File: config.mk
export PLATFORM = sky130hd
export DESIGN_NAME = dc_pwm
export DESIGN_NICKNAME = d
export VERILOG_FILES = /design/src/rtl/dc_pwm.sv
export SDC_FILE = /design/constraint.sdc
export NUM_CORES = 1
export LEC_CHECK = 0
export ABC_CLOCK_PERIOD_IN_PS = 3600
export CAP_MARGIN = 5
export CORE_MARGIN = 2
export CORE_UTILIZATION = 30
export DETAILED_ROUTE_END_ITERATION = 8
export PLACE_DENSITY = 0.5
export SYNTH_ARGS = -nofsm -noshare
export SYNTH_HDL_FRONTEND = slang
export SYNTH_SLANG_ARGS = --single-unit
File: constraint.sdc
create_clock -name clk -period 3.6 [get_ports clk]
set_clock_uncertainty 0.1 [all_clocks]
set_input_delay 0.9 -clock clk [delete_from_list [all_inputs] [get_ports clk]]
set_output_delay 0.9 -clock clk [all_outputs]
set_load 0.1 [all_outputs]
File: src/rtl/dc_pwm.sv
// -----------------------------------------------------------------------------
// dc_pwm : complementary, dead-time protected PWM output stage
//
// Sits downstream of the controller datapath. A 14-bit two's-complement duty
// request is clamped to 0..PERIOD and captured into a shadow register. The
// shadow is transferred to the working duty register at the period boundary,
// so the duty in use never changes mid-period. A raw PWM waveform is derived
// from the period counter and passed through a dead-time generator that drives
// the high-side and low-side gates. The two gates are never high together.
//
// Parameters
//   PERIOD    PWM period in clk cycles (16..8191)
//   DEADTIME  both-gates-low cycles after each raw edge (1..255, < PERIOD/2)
//
// Ports
//   clk          system clock
//   rst_n        asynchronous active-low reset
//   duty         two's-complement duty request (datapath dst bus)
//   duty_wr      one-cycle strobe, capture duty this cycle
//   en           PWM enable; 0 = idle with both gates off
//   pwm_hi       high-side gate drive
//   pwm_lo       low-side gate drive
//   cycle_start  one-cycle pulse while cnt==0 at the start of each period
//   duty_active  clamped duty value currently in use
// -----------------------------------------------------------------------------
module dc_pwm #(
   parameter int PERIOD   = 8191,
   parameter int DEADTIME = 16
) (
   input  logic        clk,
   input  logic        rst_n,
   input  logic [13:0] duty,
   input  logic        duty_wr,
   input  logic        en,
   output logic        pwm_hi,
   output logic        pwm_lo,
   output logic        cycle_start,
   output logic [12:0] duty_active
);

   localparam logic [12:0] PERIOD_C = 13'(PERIOD);
   localparam logic [12:0] LAST_C   = 13'(PERIOD - 1);
   localparam logic [7:0]  DT_C     = 8'(DEADTIME);

   // Negative requests mean "no drive"; anything above a full period is
   // saturated to 100 % duty.
   function automatic logic [12:0] clamp_duty(input logic signed [13:0] req);
      logic [12:0] res;
      if (req < 14'sd0) begin
         res = '0;
      end else if (req[12:0] > PERIOD_C) begin
         res = PERIOD_C;
      end else begin
         res = req[12:0];
      end
      return res;
   endfunction

   logic signed [13:0] duty_s;
   logic [12:0]        duty_clamped;

   assign duty_s       = $signed(duty);
   assign duty_clamped = clamp_duty(duty_s);

   // ---------------------------------------------------------------------------
   // Stage p0: period counter, shadow / working duty registers, period strobe
   // ---------------------------------------------------------------------------
   // run_p0 is en delayed by one cycle. The first cycle after an enable rise
   // holds cnt at 0 and launches cycle_start, so the strobe coincides with the
   // first counted cnt==0 cycle and every period is exactly PERIOD long.
   logic [12:0] cnt_p0;
   logic [12:0] shadow;
   logic        run_p0;
   logic        wrap_p0;

   assign wrap_p0 = en & run_p0 & (cnt_p0 == LAST_C);

   always_ff @(posedge clk or negedge rst_n) begin
      if (!rst_n) begin
         cnt_p0      <= '0;
         run_p0      <= 1'b0;
         cycle_start <= 1'b0;
         shadow      <= '0;
         duty_active <= '0;
      end else begin
         run_p0      <= en;
         cycle_start <= en & (~run_p0 | wrap_p0);

         if (en & run_p0) begin
            cnt_p0 <= wrap_p0 ? '0 : cnt_p0 + 13'd1;
         end else begin
            cnt_p0 <= '0;
         end

         // Last write in a period wins; writes are accepted while disabled.
         if (duty_wr) begin
            shadow <= duty_clamped;
         end

         // A write landing on the wrap cycle bypasses the shadow so it is not
         // delayed by a whole period.
         if (wrap_p0) begin
            duty_active <= duty_wr ? duty_clamped : shadow;
         end
      end
   end

   // ---------------------------------------------------------------------------
   // Stage p1: raw PWM compare and its one-cycle history for edge detection
   // ---------------------------------------------------------------------------
   // The compare is gated with run_p0 so the held cnt==0 cycle after an enable
   // rise does not add an extra high cycle to the first period.
   logic raw_p1;
   logic raw_p2;

   always_ff @(posedge clk or negedge rst_n) begin
      if (!rst_n) begin
         raw_p1 <= 1'b0;
         raw_p2 <= 1'b0;
      end else begin
         raw_p1 <= en & run_p0 & (cnt_p0 < duty_active);
         raw_p2 <= raw_p1;
      end
   end

   // ---------------------------------------------------------------------------
   // Stage p2: dead-time generator and gate drive
   // ---------------------------------------------------------------------------
   // Every raw edge reloads dt_cnt and blanks both gates. The gates are reloaded
   // from raw_p1 on the last counting cycle (dt_cnt==1) as well as when idle at
   // 0, giving exactly DEADTIME blanked cycles per edge. An edge arriving during
   // blanking restarts it, so pulses of DEADTIME cycles or less are swallowed.
   logic [7:0] dt_cnt;
   logic       raw_edge;

   assign raw_edge = raw_p1 ^ raw_p2;

   always_ff @(posedge clk or negedge rst_n) begin
      if (!rst_n) begin
         dt_cnt <= DT_C;
         pwm_hi <= 1'b0;
         pwm_lo <= 1'b0;
      end else if (!en || raw_edge) begin
         dt_cnt <= DT_C;
         pwm_hi <= 1'b0;
         pwm_lo <= 1'b0;
      end else begin
         if (dt_cnt != 8'd0) begin
            dt_cnt <= dt_cnt - 8'd1;
         end
         if (dt_cnt <= 8'd1) begin
            pwm_hi <= raw_p1;
            pwm_lo <= ~raw_p1;
         end else begin
            pwm_hi <= 1'b0;
            pwm_lo <= 1'b0;
         end
      end
   end

endmodule

Word-level counts from Yosys, hierarchy flattened
Index checks and enable logic that the tools add are counted.
{"block": "classes", "n_addsub": 2, "muxes": 11, "n_eq_ne": 1, "bitwise_logic": 8, "magnitude_cmp": 4, "reduce_logical": 4}
{"operator": "$mux W13", "count": 5}
{"operator": "$mux W8", "count": 2}
{"operator": "$lt A14 B1 Y1 const B", "count": 1}
{"operator": "$add A13 B1 Y13 const B", "count": 1}
{"operator": "$eq A13 B13 Y1 const B", "count": 1}
{"operator": "$gt A13 B13 Y1 const B", "count": 1}
{"operator": "$lt A13 B13 Y1", "count": 1}
{"operator": "$le A8 B1 Y1 const B", "count": 1}
{"operator": "$reduce_bool A8 Y1", "count": 1}
{"operator": "$sub A8 B1 Y8 const B", "count": 1}
{"operator": "$and A1 B1 Y1", "count": 4}
{"operator": "$mux W1", "count": 4}
{"operator": "$not A1 Y1", "count": 2}
{"operator": "$reduce_bool A2 Y1", "count": 1}
{"operator": "$logic_not A1 Y1", "count": 1}
{"operator": "$logic_or A1 B1 Y1", "count": 1}
{"operator": "$or A1 B1 Y1", "count": 1}
{"operator": "$xor A1 B1 Y1", "count": 1}
{"block": "word_totals", "out_inout_bits": 16, "inputBits": 18, "word_cells": 40, "reg_bits": 53}

Longest topological paths before layout
{"block": "logic_depth", "depth_word": 4, "mapped_depth": 7, "mapped_depth_nobuf": 6}

Least setup slack after synthesis
Ideal clock, no wire load.
{"block": "synth_path", "path_kind": "flip-flop to flip-flop", "startpoint": "reg duty_active[7]", "endpoint": "reg raw_p1", "synth_period_minus_slack_ps": 2030, "stages_incl_launch_ff": 7, "setup_time_ps": 65, "path_slack_ps": 1570, "arrival_ps": 1865, "n_path_buf": 0, "required_time_ps": 3435, "cell_sequence": "dfrtp_1 -> inv_1 -> ha_1 -> a21oi_1 -> o21ai_0 -> a211oi_1 -> o21a_1"}
{"block": "synth_between", "elab_chain_len": 2}
{"item": "start, declared", "line": "38", "text": "output logic [12:0] duty_active"}
{"item": "start signal, assigned", "line": "103", "text": "duty_active <= duty_wr ? duty_clamped : shadow;"}
{"item": "$lt A13 B13 Y1", "line": "121", "text": "raw_p1 <= en & run_p0 & (cnt_p0 < duty_active);"}
{"item": "$and A1 B1 Y1", "line": "121"}
{"item": "end signal, assigned", "line": "121"}
{"item": "end, declared", "line": "113", "text": "logic raw_p1;"}
Every way passes these cells.
A chain may end at the register's enable or synchronous reset.

Worst setup path after layout
{"block": "layout_path", "startpoint": "in duty_wr", "endpoint": "reg duty_active[4]"}
{"block": "layout_between", "elab_chain_len": 1}
{"item": "start, declared", "line": "33", "text": "input logic duty_wr,"}
{"item": "$mux W13", "line": "103"}
Every way passes these cells.

==> flow_summary_export.csv <==
group,metric,value,unit
cells_and_area,final_nets,315,
detailed_routing,drtIter0Drc,62,
logic_synthesis,ys_seq_area_frac,0.501,
power_and_ir_drop,power_frac_seq,0.542,
global_routing,grt_usage,0.117,
min_path,worstHoldPathType,"register to register",
placed_design,placed_cells,382,
cells_and_area,antennaDiodeCount,0,
logic_synthesis,netlist_area,2650,sq um
worst_setup_path,startpoint_type,"primary input",
placed_design,place_ws,0.875,ns
global_routing,grt_max_degree,30,
floorplan,initial_utilization,0.307,
worst_setup_path,path_max_fanout,26,
worst_setup_path,end_kind,"register",
detailed_routing,wl_met1,2780,microns
global_routing,antenna_found_initial,0,
floorplan,die_w,98.0,microns
logic_synthesis,synth_nets,280,
logic_synthesis,synth-edff-count,0,
placed_design,gp_congestion,0.730,
worst_setup_path,cp_data_required_time,3.70,ns
timing,slew_headroom,0.459,
clock_tree,hold_buffers,0,
floorplan,io_pins,34,
floorplan,die_y,98.0,microns
worst_setup_path,r2r-start,"cnt_p0[4]",
clock_tree,cts_buffers,5,
worst_setup_path,path_class,"primary input to register",
logic_synthesis,syn_area_per_cell,10.8,sq um
timing,finalCriticalPeriod,2.39,ns
clock_tree,cts-resized-gates,0,
cells_and_area,fin_cells,390,
power_and_ir_drop,power_frac_clock,0.271,
timing,maxSlewViolCount,0,
detailed_routing,highest_layer,"met4",
cells_and_area,layout_common_cells,"dfrtp_1, inv_1, nor2_1",
timing,fin_ws,1.21,ns
logic_synthesis,ys_ff_latch,53,
floorplan,coreArea,8640,sq um
clock_tree,clock_latency,0.31,ns
cells_and_area,area_growth,17.9,%
outcome,status,"finished, final reports clean",
worst_setup_path,arrival,2.50,ns
logic_synthesis,netlist-cell-type-count,39,
detailed_routing,drt_wl_total,5280,microns
logic_synthesis,synthFlopType,"dfrtp_1",
clock_tree,clkTransAtPathRegs,0.10,ns
timing,post-route-period-util,0.665,
worst_setup_path,worstRegToRegCells,4,
timing,finalSetupTns,0,ns
global_routing,grt-ovfl-total,0,
power_and_ir_drop,cellLeakagePower,1.40,nW
power_and_ir_drop,power_switching_share,0.306,
floorplan,rows,34,
timing,worst_pin_slew,0.809,ns
global_routing,grt_pass1_wl,9110,microns
worst_setup_path,cp-endpoint,"duty_active[4]",
placed_design,io_buffers,33,
global_routing,grt_pass1_vias,1844,
floorplan,die_area,9600,sq um
detailed_routing,drt.antenna.violating_nets,0,
placed_design,postPlaceCellArea,3040,sq um
clock_tree,clk_path_buf_depth,2,
run,drv_cap,0,
clock_tree,cts-root-buf,"clkbuf_8",
power_and_ir_drop,ir_worst_vdd,0.135,mV
placed_design,hpwl,3820,microns
cells_and_area,fin_area,3120,sq um
worst_setup_path,critPathLaunch,"duty_wr",
worst_setup_path,reg2reg_slack,1.42,ns
timing,rsz0062_at_grt,"no",
power_and_ir_drop,cell_internal_pwr,0.885,mW
timing,setup-violations-final,0,
clock_tree,cts_setup_buffers,0,
power_and_ir_drop,net-switching-power,0.390,mW
detailed_routing,routedWlPerCell,13.5,microns
detailed_routing,via_per_inst,4.62,
power_and_ir_drop,power_per_cell_area,408,nW/um^2
detailed_routing,wl_met2,2280,microns
worst_setup_path,r2r_end,"duty_active[4]",
timing,fmax,418,MHz
detailed_routing,vias,1802,
clock_tree,clock_sink_count,53,
logic_synthesis,async_flop_share,1.00,
cells_and_area,mostFrequentLayoutCell,"dfrtp_1",
clock_tree,tritoncts,"yes",
clock_tree,htreeDepth,2,
logic_synthesis,netlist_instances,246,
timing,finalHoldViolCount,0,
detailed_routing,drc_errors,0,
detailed_routing,dr_wl_met3,127,microns
cells_and_area,drive_above_1_share,0.152,
detailed_routing,dr.pass1.iters,4,
logic_synthesis,yosysWarnings,0,
power_and_ir_drop,pwr-share-comb,0.188,
==> flip-flops by register name, summed over array words and instances (netlist names) <==
signal / cells
pwm_lo: 1
cnt_p0: 13
raw_p1: 1
shadow: 13
duty_active: 13
raw_p2: 1
cycle_start: 1
pwm_hi: 1
run_p0: 1
dt_cnt: 8
==> layout make-up <==
type | instances | area [sq um]
fillers | 886 | 5510
flip-flops and latches | 53 | 1330
multi-input cells | 155 | 1160
repair buffers | 34 | 293
well taps | 108 | 135
inverters | 32 | 120
clock buffers | 6 | 72.6
clock inverters | 2 | 13.8
==> cell families after synthesis <==
| group | Yosys count | share of synthesized area |
|---|---|---|
| xor+xnor | 14 | 0.0463 |
| buf+inv | 38 | 0.0604 |
| fa+ha+maj | 16 | 0.0755 |
| compound gates | 35 | 0.0803 |
| mux | 14 | 0.0732 |
| flops | 53 | 0.501 |
| simple gates | 76 | 0.163 |
==> power groups by stage <==
stage               sequential, mW  clock [mW]  combinational [mW]
floorplan                    0.711           0               0.152
global placement             0.700           0               0.239
detailed placement           0.703           0               0.240
CTS                          0.691       0.363               0.243
global route                 0.700       0.387               0.270
finish                       0.690       0.345               0.239
==> per-stage QoR <==
stage | power (mW) | utilization | hold slack (ns)
floorplan | 0.862 | - | 0.313
global placement | 0.939 | 0.352 | 0.358
detailed placement | 0.943 | 0.352 | 0.354
CTS | 1.30 | 0.362 | 0.387
global route | 1.36 | 0.362 | 0.400
finish | 1.27 | 0.362 | 0.377
==> how the worst min path moves through the flow <==
stage	from	to	slack, ns	cells past startpoint
finish	raw_p1	raw_p2	0.38	0
global route	raw_p1	raw_p2	0.40	0
CTS	raw_p1	raw_p2	0.39	0
detailed placement	raw_p1	raw_p2	0.35	0
global placement	raw_p1	raw_p2	0.36	0
floorplan	raw_p1	raw_p2	0.31	0
==> cell usage after synthesis, drive strengths merged (3+ instances only) <==
library cell	count	area share
clkbuf	4	0.0057
nor2	23	0.039
a21oi	7	0.013
nand3	8	0.015
xnor2	9	0.030
xor2	5	0.017
nand4	4	0.012
nand2	9	0.013
mux2	13	0.069
nor4	3	0.0071
inv	32	0.045
nor3	6	0.011
dfrtp	52	0.49
nand3b	14	0.040
a211oi	3	0.0085
ha	16	0.076
o21ai	15	0.028
==> metal layers <==
metal / vias to the layer above / GRT usage
met5: - / 0
met4: 0 / 0.0449
met3: 8 / 0.0215
met2: 20 / 0.176
met1: 867 / 0.168
li1: 907 / -
==> worst max-delay path, stage by stage <==
cell             delay, ns
clkdlybuf4s50_1       1.00
o21ai_0               0.28
mux2_2                0.31
Power figures use the tool's default switching activity.
